`src/rtl/jtdd_mcu_com.sv`:
```
// Main-CPU <-> MCU communication glue: control register, shared-RAM bus arbiter, FIRQ latch.
// Optional macro JTDD_MCU_TIMEOUT_EN adds a HALTREQ timeout that bypasses the grant.
module jtdd_mcu_com (
    input  logic       clk,
    input  logic       rst,
    input  logic       cen,
    input  logic       ctrl_cs,
    input  logic       cpu_wrn,
    input  logic [7:0] cpu_dout,
    input  logic       com_req,
    input  logic       firq_ack,
    input  logic       mcu_ban,
    input  logic       mcu_irqmain,
    output logic       com_cs,
    output logic       cpu_waitn,
    output logic       mcu_haltn,
    output logic       mcu_nmi_set,
    output logic       main_firq,
    output logic [7:0] status
);

    typedef enum logic [2:0] {
        IDLE,
        HALTREQ,
        GRANTED,
        RELEASE,
        BYPASS
    } arb_t;

    arb_t state, next_state;

    logic ctrl_we;
    logic halt_reg;
    logic nmi_q;
    logic ban_low1;
    logic irq_prev;
    logic firq_q;
    logic to_flag;
    logic to_hit;
    logic unused_dout;

    assign ctrl_we     = ctrl_cs & ~cpu_wrn & cen;
    assign unused_dout = ^cpu_dout[7:2];

    always_ff @(posedge clk or posedge rst) begin
        if (rst) begin
            halt_reg <= 1'b0;
            nmi_q    <= 1'b0;
            ban_low1 <= 1'b0;
            irq_prev <= 1'b0;
            firq_q   <= 1'b0;
        end else begin
            if (ctrl_we)
                halt_reg <= cpu_dout[0];
            nmi_q    <= ctrl_we & cpu_dout[1];
            ban_low1 <= ~mcu_ban;
            irq_prev <= mcu_irqmain;
            // a new request wins over a coincident acknowledge
            if (mcu_irqmain & ~irq_prev)
                firq_q <= 1'b1;
            else if (firq_ack)
                firq_q <= 1'b0;
        end
    end

`ifdef JTDD_MCU_TIMEOUT_EN
    logic [7:0] to_cnt;

    // fires on the 255th enabled cycle spent waiting in HALTREQ
    assign to_hit = cen && (to_cnt == 8'd254);

    always_ff @(posedge clk or posedge rst) begin
        if (rst) begin
            to_cnt  <= 8'd0;
            to_flag <= 1'b0;
        end else begin
            if (state != HALTREQ)
                to_cnt <= 8'd0;
            else if (cen)
                to_cnt <= to_cnt + 8'd1;
            if (state == HALTREQ && next_state == BYPASS)
                to_flag <= 1'b1;
            else if (ctrl_we && cpu_dout[2])
                to_flag <= 1'b0;
        end
    end
`else
    assign to_hit  = 1'b0;
    assign to_flag = 1'b0;
`endif

    always_ff @(posedge clk or posedge rst) begin
        if (rst)
            state <= IDLE;
        else
            state <= next_state;
    end

    always_comb begin
        next_state = state;
        com_cs     = 1'b0;
        cpu_waitn  = ~com_req;
        case (state)
            IDLE: begin
                if (com_req)
                    next_state = HALTREQ;
            end
            HALTREQ: begin
                // bus-available must be seen low on two consecutive edges
                if (~mcu_ban && ban_low1)
                    next_state = GRANTED;
                else if (to_hit)
                    next_state = BYPASS;
            end
            GRANTED: begin
                com_cs    = com_req & ~mcu_ban;
                cpu_waitn = ~(com_req & mcu_ban);
                if (!com_req)
                    next_state = RELEASE;
                else if (mcu_ban)
                    next_state = HALTREQ;
            end
            RELEASE: begin
                next_state = com_req ? HALTREQ : IDLE;
            end
            BYPASS: begin
                cpu_waitn = 1'b1;
                if (!com_req)
                    next_state = RELEASE;
            end
            default: next_state = IDLE;
        endcase
    end

    assign mcu_haltn   = ~(halt_reg | (state != IDLE));
    assign mcu_nmi_set = nmi_q;
    assign main_firq   = firq_q;
    assign status      = {4'b0000, halt_reg, to_flag, firq_q, state == GRANTED};

endmodule
```
`config.mk`:
```
export PLATFORM = sky130hd
export DESIGN_NAME = jtdd_mcu_com
export DESIGN_NICKNAME = d
export VERILOG_FILES = /design/src/rtl/jtdd_mcu_com.sv
export SDC_FILE = /design/constraint.sdc
export NUM_CORES = 1
export LEC_CHECK = 0
export CAP_MARGIN = 10
export CORE_AREA = 2 2 39 41
export CTS_CLUSTER_SIZE = 28
export DETAILED_ROUTE_END_ITERATION = 8
export DIE_AREA = 0 0 41 43
export PLACE_DENSITY_LB_ADDON = 0.05
export SLEW_MARGIN = 20
export SYNTH_ARGS = -nofsm -noshare
export SYNTH_HDL_FRONTEND = slang
export SYNTH_SLANG_ARGS = --single-unit
```
`constraint.sdc`:
```
create_clock -name clk -period 1.4 [get_ports clk]
set_clock_uncertainty 0.1 [all_clocks]
set_input_delay 0.28 -clock clk [delete_from_list [all_inputs] [get_ports clk]]
set_output_delay 0.28 -clock clk [all_outputs]
set_load 0.01 [all_outputs]
```
### Word-level counts from Yosys, hierarchy flattened

Index checks and enable logic that the tools add are counted.

| word-level totals | value |
|---|---|
| bits of input ports | 17 |
| word-level logic and storage cells | 43 |
| output and inout bits | 13 |
| bits in registers | 8 |

| operators by class | value |
|---|---|
| reduce and logical (&&, ||, !) cells | 5 |
| mux-type cells | 11 |
| bitwise logic cells | 13 |
| equal/unequal tests | 8 |

Operators by type and width:

| operator | count |
|---|---|
| $mux 3 | 5 |
| $pmux 3 s5 | 1 |
| $and 1x1->1 | 6 |
| $eq 3x2->1 const B | 2 |
| $ne 2x2->1 const B | 3 |
| $not 1->1 | 6 |
| $mux 1 | 4 |
| $reduce_and 4->1 | 1 |
| $eq 3x1->1 const B | 1 |
| $eq 3x3->1 const B | 1 |
| $logic_not 3->1 | 1 |
| $ne 3x3->1 const B | 1 |
| $reduce_bool 3->1 | 1 |
| $pmux 1 s2 | 1 |
| $reduce_bool 2->1 | 1 |
| $logic_and 1x1->1 | 1 |
| $or 1x1->1 | 1 |

### Longest topological paths before layout

Gate-level depths: netlist of the first run.

| depth | value |
|---|---|
| depth after elaboration | 4 |
| mapped depth | 2 |
| gate-level depth less buffers | 2 |

### Worst setup path before layout of the first run

Ideal clock, no wire load.

| path | value |
|---|---|
| kind | register to output |
| from | register state[0] |
| to | output port com_cs |
| path buffers | 0 |
| arrival | 838 ps |
| slack | 182 ps |
| required time | 1020 ps |
| cell stages (with the launch flop) | 3 |
| cell sequence | dfrtp_1 -> nor2b_2 -> and3_1 |

| between the ends | value |
|---|---|
| word-level cells in the longest chain between the ends | 2 |

RTL lines:

| item | RTL line | source |
|---|---|---|
| start: declaration | 30 | `arb_t state, next_state;` |
| start signal: assignment | 96 | `state <= next_state;` |
| $eq 3x2->1 | -- |  |
| net status[0] | 19 | `output logic [7:0] status` |
| $mux 1 | 103 | `case (state)` |
| end: declaration | 14 | `output logic com_cs,` |

The timed path passes the listed nets, and every way through them passes these cells.

### Worst setup path after layout of the first run

| path | value |
|---|---|
| from | register state[1] |
| to | output port cpu_waitn |

| between the ends | value |
|---|---|
| word-level cells in the longest chain between the ends | 2 |
| elaborated cells between the ends (all ways) | 3 |
| those cells by class | eq/ne (2); mux (1) |

RTL lines:

| item | RTL line | source |
|---|---|---|
| $eq 3x3->1 or $eq 3x2->1 (tied branches) | 103 |  |
| $pmux 1 s2 * | 103 |  |
| end: declaration | 15 | `output logic cpu_waitn,` |

Mark *: on every way between the ends. The rest lies on a longest branch, timed or not.

==> results.toml, run 1 <==
[status]
run_status = "finished with violations"
failed_checks = "setup timing"

[power_and_ir_drop]
ir_drop_mv = 0.531
power_leakage_nw = 0.324
p_per_area_nw_per_um2 = 1240
p_total_mw = 0.787

[logic_synthesis]
yosys.area_share.xor_xnor_pct = 0
synth_top_area_share_pct = 46.2
synth_top_family_by_area = "buffers and inverters"
muxShareOfSynthArea_pct = 2.97
syn_avg_cell_area_um2 = 10.2
synth.area.top_cells = "dfrtp_1 (46%), buf_4 (14%), inv_1 (5.9%)"
yosysUniqueCellTypes = 20
yosys_register_bits = 7
synthAdderAreaFrac_pct = 0
yosysSeqAreaShare_pct = 46.2
synthSimpleGateAreaFrac_pct = 17.5
syn_area_um2 = 379
netlist_instances = 37
yosysWarnings = 0
synth_compound_area_share_pct = 12.5
post-synth-top-area-cell = "dfrtp_1"

[clock_network]
clk-insertion-delay-late_ns = 0.24
cts_inserted_buffers = 3
cts_sinks = 7
htree_levels = 1
cts_buffer_depth = 2
cts_tree = "built"
hold_buffers = 0
clkSlewWorstSetupHoldPaths_ns = 0.05
cts_root_buffer = "clkbuf_4"

[die]
fp.coreArea_um2 = 1380
row_count = 14
fp.dieArea_um2 = 1760
die_height_um = 43
fp.dieW_um = 41
ios = 30
initial_utilization_pct = 27.4

[final_layout]
fillCellCount = 145
final_common_cell = "clkdlybuf4s50_1"
num-nets-final = 84
largest_reg_flops = 2
largest_register = "state"
final_cell_mix = "clkdlybuf4s50_1 (9), buf_4 (8), dfrtp_1 (7)"
final_area_um2 = 634
drive_gt1_share_pct = 34.8
areaGrowthSynthToFinish_pct = 67.3
num_antenna_cells = 0

[detailed_routing]
drt_iter0_drc = 0
post_drt_wl_per_cell_um = 9.29
dr.pass1.iters = 1
route.vias.total = 345
drt-vias-per-instance = 4.21
wl_um = 762
drc = 0
detail-route-antenna-nets = 0

[sta]
finalHoldViolCount = 0
hold_slack_ns = 0.157
max_freq_mhz = 648
final_max_slew_viol_count = 0
grt_setup_unrepaired = "true"
setup_viol = 4
finalCriticalPeriod_ns = 1.54
setup_ws_ns = -0.144
fin_crit_sh_pct = 110

[place]
postPlaceCellArea_um2 = 594
hpwl_um = 600
place_ws_ns = -0.492
port_buffers = 18
gp_congestion = 0.632

[grt]
grt.total_usage_pct = 10.2
grt_max_degree = 8
grt_pass1_vias = 313
overflow = 0
antenna_found_initial = 0
grt_pass1_wl_um = 1200

[setup_path]
crit_required_ns = 1.02
cp_num_buf_inv = 3
cp_slowest_cell = "dfrtp_1"
crit_chain = "buf_6, inv_4, o31ai_2, buf_2"
start_kind = "flip-flop"
critical-path-max-stage-delay_ns = 0.39
crit_path_max_fanout = 4
arrival_ns = 1.16
criticalPathCategory = "reg -> out"
cp-end-kind = "output pin"
crit_family = "flip-flops"

[hold_path]
hold_class = "in -> async"

[run]
maxCapViolations = 0
final timing paths:
kind | start | end | slack, ns | cells after the start
max | state[1] | cpu_waitn | -0.14 | 4
min | rst | state[1] | 0.16 | 2
min reg2reg | irq_prev | main_firq | 0.34 | 1
min in group clk | irq_prev | main_firq | 0.34 | 1
max reg2reg | state[0] | state[0] | 0.14 | 4
max in group asynchronous | rst | halt_reg | 0.84 | 2
synthesized netlist by cell type:
master / number
nor3_1: 1
dfrtp_1: 7
and2b_1: 1
nor2b_1: 1
a32o_1: 1
o32ai_2: 1
o22ai_1: 1
nand3b_1: 1
mux2_1: 1
nor3b_1: 1
o31ai_1: 1
o21bai_1: 1
nand2_1: 1
and3b_2: 1
inv_1: 6
and3_1: 1
nor2_1: 1
conb_1: 1
buf_4: 7
nor2b_2: 1
power breakdown:
part           leakage, nW  switching (mW)  internal [mW]
combinational        0.224           0.129          0.212
sequential          0.0853          0.0338          0.238
clock               0.0150          0.0657          0.108
total                0.324           0.229          0.558
per-layer routing:
metal | up-vias | wire (um) | track usage, %
li1 | 168 | - | -
met1 | 158 | 279 | 10.1
met2 | 19 | 400 | 16.9
met3 | 0 | 82 | 3.66
met4 | 0 | 0 | 6.00
met5 | - | 0 | 0
metrics by stage:
step / std cells / TNS [ns] / util (%)
2_1_floorplan: 41 / 0 / -
3_3_place_gp: 75 / -1.31 / 42.9
5_1_grt: 82 / -0.653 / 45.8
6_report: 82 / -0.382 / 45.8
4_1_cts: 81 / -0.411 / 45.2
3_5_place_dp: 75 / -1.40 / 42.9
what timing repair did:
item,in CTS,in global routing
setup endpoints to repair,8,5
gates resized for setup,23,4
setup buffers,2,1
pin swaps,1,1
logic make-up (layout without fill, tap and decap cells):
| kind of cell | count (synthesis) | in the layout |
|---|---|---|
| other cells | 1 | 5 |
| mux | 1 | 1 |
| flops | 7 | 7 |
| simple gates | 10 | 10 |
| buf+inv | 13 | 38 |
| compound gates | 5 | 5 |
area by class of cell:
type | count | area, um^2 | area share [%]
inverters | 6 | 25.0 | 3.94
multi-input cells | 21 | 149 | 23.5
well taps | 16 | 20.0 | 3.16
repair buffers | 28 | 239 | 37.7
clock buffers | 4 | 26.3 | 4.14
flip-flops and latches | 7 | 175 | 27.6
No activity file was read; power rests on OpenSTA's default activity.
==> run 2, diff against run 1 <==
--- a/config.mk
+++ b/config.mk
@@ -10,6 +10,7 @@
 export CTS_CLUSTER_SIZE = 28
 export DETAILED_ROUTE_END_ITERATION = 8
 export DIE_AREA = 0 0 41 43
+export HOLD_SLACK_MARGIN = 0.1
 export PLACE_DENSITY_LB_ADDON = 0.05
 export SLEW_MARGIN = 20
 export SYNTH_ARGS = -nofsm -noshare
==> results of run 2 <==
Final layout, timing and power as in run 1 (identical DEF).
